File: config.mk
export PLATFORM = sky130hd
export DESIGN_NAME = tri_wave_monitor
export DESIGN_NICKNAME = d
export VERILOG_FILES = /design/src/rtl/tri_wave_monitor.sv
export SDC_FILE = /design/constraint.sdc
export NUM_CORES = 1
export LEC_CHECK = 0
export ABC_AREA = 1
export CAP_MARGIN = 10
export CORE_MARGIN = 8
export CORE_UTILIZATION = 57
export CTS_CLUSTER_SIZE = 20
export DETAILED_ROUTE_END_ITERATION = 12
export GPL_ROUTABILITY_DRIVEN = 0
export GPL_TIMING_DRIVEN = 0
export PLACE_DENSITY = 0.85
export SKIP_LAST_GASP = 1
export SYNTH_ARGS = -nofsm -noshare
export SYNTH_HDL_FRONTEND = slang
export SYNTH_SLANG_ARGS = --single-unit
File: constraint.sdc
create_clock -name clock -period 2.7 [get_ports clock]
set_clock_uncertainty 0.2 [all_clocks]
set_input_delay 0.405 -clock clock [delete_from_list [all_inputs] [get_ports clock]]
set_output_delay 0.405 -clock clock [all_outputs]
set_load 0.005 [all_outputs]
File: src/rtl/tri_wave_monitor.sv
// Protocol checker and period meter for the 8-bit up/down triangle counter output.
// Optional build macro TRI_MON_ERR_CNT_EN adds a saturating violation counter (err_cnt).
//
// state    | meaning
// S_INIT   | unlocked, resyncing on the next legal step
// S_RISE   | counting up toward TOP
// S_TOP    | one-cycle hold at TOP seen
// S_FALL   | counting down toward 0
// S_BOTTOM | one-cycle hold at 0 seen
module tri_wave_monitor #(
  parameter int DATA_W = 8,
  parameter int TOP    = 32,
  parameter int PER_W  = 16
) (
  input  logic              clock,
  input  logic              areset,
  input  logic [DATA_W-1:0] data_in,
  input  logic              err_clr,
  output logic              locked,
  output logic              peak_evt,
  output logic              valley_evt,
  output logic [PER_W-1:0]  period_out,
  output logic              period_valid,
  output logic              err,
  output logic              err_sticky
`ifdef TRI_MON_ERR_CNT_EN
  ,
  output logic [7:0]        err_cnt
`endif
);

  typedef enum logic [2:0] {S_INIT, S_RISE, S_TOP, S_FALL, S_BOTTOM} state_t;

  localparam logic [DATA_W:0] TOP_X = (DATA_W+1)'(TOP);
  localparam logic [DATA_W:0] ONE_X = {{DATA_W{1'b0}}, 1'b1};

  state_t             state_q, state_d;
  logic [DATA_W-1:0]  prev_q;
  logic               prev_valid_q;
  logic [PER_W-1:0]   period_cnt_q;
  logic               valley_seen_q;
  logic               locked_q, peak_q, valley_q, err_q, sticky_q, pvalid_q;
  logic [PER_W-1:0]   period_q;
  logic               peak_d, valley_d, err_d, locked_d;
  logic [PER_W-1:0]   period_inc;

  logic [DATA_W:0] data_x, prev_x;
  logic            in_range, step_up, step_down, step_hold, prev_top, prev_zero;

  // Widened by one bit so prev+1 at the top of the range cannot wrap onto 0.
  assign data_x    = {1'b0, data_in};
  assign prev_x    = {1'b0, prev_q};
  assign in_range  = (data_x <= TOP_X);
  assign prev_top  = (prev_x == TOP_X);
  assign prev_zero = (prev_q == '0);
  assign step_up   = in_range && (data_x == prev_x + ONE_X);
  assign step_down = in_range && !prev_zero && (data_x == prev_x - ONE_X);
  assign step_hold = in_range && (data_in == prev_q);

  assign period_inc = (period_cnt_q == '1) ? period_cnt_q : period_cnt_q + PER_W'(1);

  always_comb begin
    state_d  = state_q;
    peak_d   = 1'b0;
    valley_d = 1'b0;
    err_d    = 1'b0;
    if (prev_valid_q) begin
      case (state_q)
        S_INIT: begin
          if (step_up)                      state_d = S_RISE;
          else if (step_down)               state_d = S_FALL;
          else if (step_hold && prev_top)   state_d = S_TOP;
          else if (step_hold && prev_zero)  state_d = S_BOTTOM;
        end
        S_RISE: begin
          if (step_up)                      state_d = S_RISE;
          else if (step_hold && prev_top)   state_d = S_TOP;
          else                              err_d   = 1'b1;
        end
        S_TOP: begin
          if (step_down) begin
            state_d = S_FALL;
            peak_d  = 1'b1;
          end else                          err_d   = 1'b1;
        end
        S_FALL: begin
          if (step_down)                    state_d = S_FALL;
          else if (step_hold && prev_zero)  state_d = S_BOTTOM;
          else                              err_d   = 1'b1;
        end
        S_BOTTOM: begin
          if (step_up) begin
            state_d  = S_RISE;
            valley_d = 1'b1;
          end else                          err_d   = 1'b1;
        end
        default:                            state_d = S_INIT;
      endcase
    end
    if (err_d) state_d = S_INIT;
    locked_d = (state_d != S_INIT);
  end

  always_ff @(posedge clock or negedge areset) begin
    if (!areset) begin
      state_q       <= S_INIT;
      prev_q        <= '0;
      prev_valid_q  <= 1'b0;
      period_cnt_q  <= '0;
      valley_seen_q <= 1'b0;
      locked_q      <= 1'b0;
      peak_q        <= 1'b0;
      valley_q      <= 1'b0;
      err_q         <= 1'b0;
      sticky_q      <= 1'b0;
      pvalid_q      <= 1'b0;
      period_q      <= '0;
    end else begin
      state_q      <= state_d;
      prev_q       <= data_in;
      prev_valid_q <= 1'b1;
      locked_q     <= locked_d;
      peak_q       <= peak_d;
      valley_q     <= valley_d;
      err_q        <= err_d;
      if (valley_d) begin
        period_cnt_q  <= '0;
        valley_seen_q <= 1'b1;
        if (valley_seen_q) begin
          period_q <= period_inc;
          pvalid_q <= 1'b1;
        end
      end else if (state_q != S_INIT) begin
        period_cnt_q <= period_inc;
      end
      if (err_d) begin
        pvalid_q      <= 1'b0;
        valley_seen_q <= 1'b0;
      end
      // A violation in the same cycle as err_clr keeps the flag set.
      if (err_d)        sticky_q <= 1'b1;
      else if (err_clr) sticky_q <= 1'b0;
    end
  end

  assign locked       = locked_q;
  assign peak_evt     = peak_q;
  assign valley_evt   = valley_q;
  assign period_out   = period_q;
  assign period_valid = pvalid_q;
  assign err          = err_q;
  assign err_sticky   = sticky_q;

`ifdef TRI_MON_ERR_CNT_EN
  logic [7:0] err_cnt_q;

  always_ff @(posedge clock or negedge areset) begin
    if (!areset) begin
      err_cnt_q <= 8'd0;
    end else if (err_clr) begin
      err_cnt_q <= err_d ? 8'd1 : 8'd0;
    end else if (err_d && err_cnt_q != 8'hFF) begin
      err_cnt_q <= err_cnt_q + 8'd1;
    end
  end

  assign err_cnt = err_cnt_q;
`endif

endmodule

Word level (Yosys, flattened, before mapping)
Index checks and enable logic that the tools add are counted.
{"block": "totals", "ff_bits": 51, "inputBits": 11, "output_inout_bits": 22, "word_cells": 78}
{"block": "classes", "add_sub_neg": 3, "order_cmp": 1, "n_eq_ne": 9, "mux": 36, "n_reduce_logical": 17}
{"op": "16-bit 2-to-1 mux", "count": 3}
{"op": "3-bit 2-to-1 mux", "count": 11}
{"op": "1-bit 2-to-1 mux", "count": 20}
{"op": "8-bit by 9-bit == test with 1-bit output", "count": 2}
{"op": "16-bit by 1-bit adder with 16-bit output (second input constant)", "count": 1}
{"op": "16-bit == test (second input constant)", "count": 1}
{"op": "3-bit case mux with 5 select lines", "count": 1}
{"op": "8-bit by 1-bit adder with 9-bit output (second input constant)", "count": 1}
{"op": "8-bit by 1-bit subtractor with 9-bit output (second input constant)", "count": 1}
{"op": "8-bit by 6-bit == test with 1-bit output (second input constant)", "count": 1}
{"op": "8-bit == test", "count": 1}
{"op": "8-bit by 6-bit <= comparator with 1-bit output (second input constant)", "count": 1}
{"op": "8-bit logical NOT", "count": 1}
{"op": "2-bit nonzero test", "count": 4}
{"op": "3-bit by 2-bit == test with 1-bit output (second input constant)", "count": 2}
{"op": "1-bit logical AND", "count": 6}
{"op": "3-bit nonzero test", "count": 2}
{"op": "1-bit case mux with 4 select lines", "count": 1}
{"op": "2-bit AND reduction", "count": 2}
{"op": "3-bit by 1-bit == test with 1-bit output (second input constant)", "count": 1}
{"op": "3-bit == test (second input constant)", "count": 1}
{"op": "3-bit logical NOT", "count": 1}
{"op": "1-bit logical NOT", "count": 1}

Depth between registers and ports, before layout
{"block": "logic_depth", "depth_word": 11, "ltp_mapped": 17}

Worst setup path before layout
No wires, ideal clock.
{"block": "synth_timing", "path_type": "reg2reg", "start": "reg prev_q[0]", "end": "reg period_cnt_q[11]", "setup_ns": 0.130, "arrival_ns": 1.883, "required_ns": 2.370, "setup_slack_ns": 0.487, "path_stages_with_launch": 18, "n_path_buf": 1, "path_cell_list": "dfrtp_1 inv_1 ha_1 inv_1 nand2_1 nand2_1 nand2_1 nor2_1 nand2_1 nor2_2 nand4_2 nor2_4 inv_2 nand2_2 inv_2 buf_6 nand2_1 o21ai_1"}
{"block": "synth_via", "elab_chain_cells": 7, "elab_cells_between_ends": 8, "cone_classes": "add/sub (1); eq/ne (1); mux (4); reduce/logical (2)"}
{"item": "start, declared", "line_no": "38", "source": "logic [DATA_W-1:0] prev_q;"}
{"item": "start signal, assigned", "line_no": "120", "source": "prev_q <= data_in;"}
{"item": "8-bit by 1-bit adder with 9-bit output (*)", "line_no": "56", "source": "assign step_up = in_range && (data_x == prev_x + ONE_X);"}
{"item": "8-bit by 9-bit == test with 1-bit output (*)", "line_no": "56"}
{"item": "1-bit logical AND (*)", "line_no": "56"}
{"item": "1-bit 2-to-1 mux (*)", "line_no": "92", "source": "if (step_up) begin"}
{"item": "1-bit 2-to-1 mux (*)", "line_no": "68", "source": "case (state_q)"}
{"item": "1-bit 2-to-1 mux (*)", "line_no": "67", "source": "if (prev_valid_q) begin"}
{"item": "named net valley_d", "line_no": "44", "source": "logic peak_d, valley_d, err_d, locked_d;"}
{"item": "16-bit 2-to-1 mux / 2-bit nonzero test (equally long branches)"}
{"item": "end signal, assigned", "line_no": "134", "source": "period_cnt_q <= period_inc;"}
{"item": "end, declared", "line_no": "40", "source": "logic [PER_W-1:0] period_cnt_q;"}
The timed path passes the listed nets; every way through them passes the cells marked *.
A chain may end at the register's enable or synchronous reset.

Final worst setup path
{"block": "layout_timing", "start": "reg prev_q[0]", "end": "reg period_cnt_q[7]"}
Same word-level chain as after synthesis.

==> summary.txt <==
GRT
  – Largest net degree at the start of global routing: 32
  – First-pass GRT wire length: ~12 mm
  – Vias in the first global route: 2,693
  – GRT Overall Usage: 0.188
  – Antenna violations before repair: 0
  – Total gr overflow: 0

Routing
  – 1st-pass router iterations: 7
  – Post-Route WL: approximately 7.2 mm
  – Via density: 5.25
  – Post-DRT Antenna Nets: 0
  – WL/cell: around 13 um
  – 1st-iter DRT viols: 203
  – Number of remaining DRC errors: 0
  – Vias: 2,911

Setup path
  – CP endpoint kind: flop
  – Crit-path max FO: 10
  – WP data arrival: between 2000 and 2500 ps
  – WP data required: around 2700 ps
  – Crit path cell chain: inv_2, ha_1, inv_1, nand2_1, nand2_1, nand2_1, nor2_1, nand2_1, nor2_2, nand4_2, nor2_4, inv_2, nand2_4, inv_2, buf_6, nand2_1, o21ai_1
  – Crit path max-delay cell type: dfrtp_2
  – Worst setup SP type: flop
  – Crit Path Category: reg -> reg
  – Most frequent CP cell: nand2_1
  – Highest cell delay on the worst timing path: between 400 and 500 ps

Placement
  – DP HPWL: 5.34 mm
  – IO buf count: 32
  – Cell Area, Placed: ~3500 um2
  – Place WS: -11.1 ps

Die
  – Die area: between 7000 and 8000 um2
  – Die X: around 89 um
  – Starting Density: 0.594
  – Row cnt: 26
  – Die span in y: 89.2 um
  – I/O pins: 33
  – Core footprint: around 5100 um2

Finish
  – FILL cells: ~450
  – Net count, final: 498
  – Post-route cell area: approximately 3600 um2
  – Syn-to-layout area delta: 19.1%
  – Ant diodes: 0
  – Layout cells sized above 1: 0.0948

Logic synthesis
  – Synth top area cells: dfrtp_1 (42%), nand2_1 (20%), inv_1 (7.0%)
  – Syn nets: 455
  – Area share of the largest cell type after synthesis: 0.418
  – Yosys cell types: 34
  – Synth Warn #: 0
  – Sequential area share after synthesis: 0.418
  – Mapped Cells: between 400 and 500
  – Synth area leader: dfrtp_1
  – Post-synthesis average cell area: 6.92 um2
  – Synthesized flop and latch total: 51
  – Post-Syn Area: between 3000 and 4000 um2

Clock network
  – CTS tree: yes
  – Clk sinks: 51
  – Clock buffer depth: 2
  – Worst skew pair latency: ~300 ps
  – Reg clk slew, reported paths: around 100 ps
  – Root buffer cell: clkbuf_8
  – H-tree lvl count: 2
  – CTS buffer count: 5

Timing
  – Max frequency: between 0.3 and 0.4 GHz
  – Min Hold Slack: 285 ps
  – Fin. Hold Viols: 0
  – Slew at the pin with the worst max-slew slack: 505 ps
  – Crit path time final: 2520 ps
  – Rel. slew slack: 0.663
  – Final setup vio count: 0
  – Setup slack after layout: roughly 180 ps
  – Tcrit/Tclk final: 0.934
  – RSZ-0062 raised after global routing: true
  – Post-Route Setup TNS: 0 ps
  – Final Max Slew Viols: 0

Run
  – # Max-Cap Violations: 0

Power and ir drop
  – Power, Total: ~2.4 mW
  – Pwr dens: between 600 and 700 nW/um2
  – VDD IR max: around 0.47 mV
  – Lkg Pwr: between 1.5 and 2 nW

Run status
  – Run status: complete, no violations

Worst hold path
  – Hold WC Path Type: reg -> reg
## final timing paths
check	cells past startpoint	slack, ps	from	end
worst max register to register	17	180	prev_q[0]	period_cnt_q[7]
worst min register to register	2	290	period_out[4]	period_out[4]
worst min-delay path	2	290	period_out[4]	period_out[4]
worst max-delay path	17	180	prev_q[0]	period_cnt_q[7]
max in group asynchronous	3	1370	areset	period_cnt_q[0]
min in group asynchronous	2	400	areset	prev_q[1]
## synthesized netlist by cell type
| cell | instances |
|---|---|
| nand2_1 | 163 |
| inv_1 | 57 |
| dfrtp_1 | 51 |
| nor2_1 | 41 |
| nand3_1 | 32 |
| o21ai_0 | 13 |
| o21ai_1 | 13 |
| nor3_1 | 10 |
| inv_2 | 7 |
| nand2_2 | 6 |
| nand4_1 | 6 |
| xor2_1 | 6 |
| o22ai_1 | 4 |
| a21oi_1 | 3 |
| ha_1 | 3 |
| nor2_2 | 3 |
| nor2_4 | 3 |
| buf_2 | 2 |
| clkbuf_1 | 2 |
| xor2_2 | 2 |
| a21boi_0 | 1 |
| a22o_1 | 1 |
| buf_4 | 1 |
| buf_6 | 1 |
| conb_1 | 1 |
| inv_4 | 1 |
| nand3_2 | 1 |
| nand4_2 | 1 |
| nor3_2 | 1 |
| nor3_4 | 1 |
| nor3b_1 | 1 |
| nor4_1 | 1 |
| or2_0 | 1 |
| xnor2_1 | 1 |
## cells by family after synthesis
kind of cell,share of synthesized area
other,0.00123
flip-flops,0.418
XOR/XNOR,0.0307
AND/OR/NAND/NOR,0.384
adder cells (fa/ha/maj),0.0123
buffers and inverters,0.0926
AO/OA/AOI/OAI,0.0611
## flip-flops by register name, indices dropped and copies added (netlist names)
name,cells
period_cnt_q,16
period_out,16
prev_q,8
state_q,3
err,1
err_sticky,1
locked,1
peak_evt,1
period_valid,1
prev_valid_q,1
valley_evt,1
valley_seen_q,1
## critical path: cells and delay by family (launching register included)
kind                       cells  cell delay, ps
and+or+nand+nor               10            1020
AOI/OAI and AO/OA              1              70
adders and majority gates      1             300
DFF                            1             420
buffers and inverters          5             360
## area by class of cell
type / count / area [um2] / area share
clock buffers: 6 / 82.6 / 0.0227
inverters: 65 / 246 / 0.0678
well taps: 70 / 87.6 / 0.0241
plain buffers: 6 / 41.3 / 0.0114
multi-input cells: 319 / 1500 / 0.412
clock inverters: 2 / 38.8 / 0.0107
flip-flops and latches: 51 / 1280 / 0.352
repair buffers: 36 / 360 / 0.0991
## routing by layer
metal | track usage | part of all wire
met1 | 0.245 | 0.45
met5 | 0 | 0
met2 | 0.310 | 0.47
met4 | 0.0483 | 0.012
met3 | 0.0404 | 0.066
## per-stage QoR
step                      cells  utilization
after floorplan             441            -
after global placement      543        0.673
after detailed placement    544        0.676
after CTS                   553        0.702
after global routing        555        0.707
final                       555        0.707
## layout by cell type, fill, tap and decap left out, drive strengths merged
| cell | n |
|---|---|
| a21boi | 1 |
| a21oi | 3 |
| a22o | 1 |
| buf | 8 |
| bufinv | 1 |
| clkbuf | 8 |
| clkdlybuf4s50 | 31 |
| conb | 1 |
| dfrtp | 51 |
| dlygate4sd3 | 1 |
| ha | 3 |
| inv | 66 |
| nand2 | 169 |
| nand3 | 33 |
| nand4 | 7 |
| nor2 | 47 |
| nor3 | 12 |
| nor3b | 1 |
| nor4 | 1 |
| o21ai | 26 |
| o22ai | 4 |
| or2 | 1 |
| xnor2 | 1 |
| xor2 | 8 |
## power breakdown
group          total (mW)  internal [mW]  switching [mW]
combinational       0.815          0.302           0.513
sequential           1.03          0.897           0.132
clock               0.566          0.305           0.261
## what timing repair did
action | CTS | global route
buffers inserted | 0 | 2
hold endpoints to repair | 20 | 0
resized for setup | 0 | 7
hold buffers | 1 | 0
setup endpoints to repair | 0 | 28
Note: power is estimated with default switching activity, not from simulation.
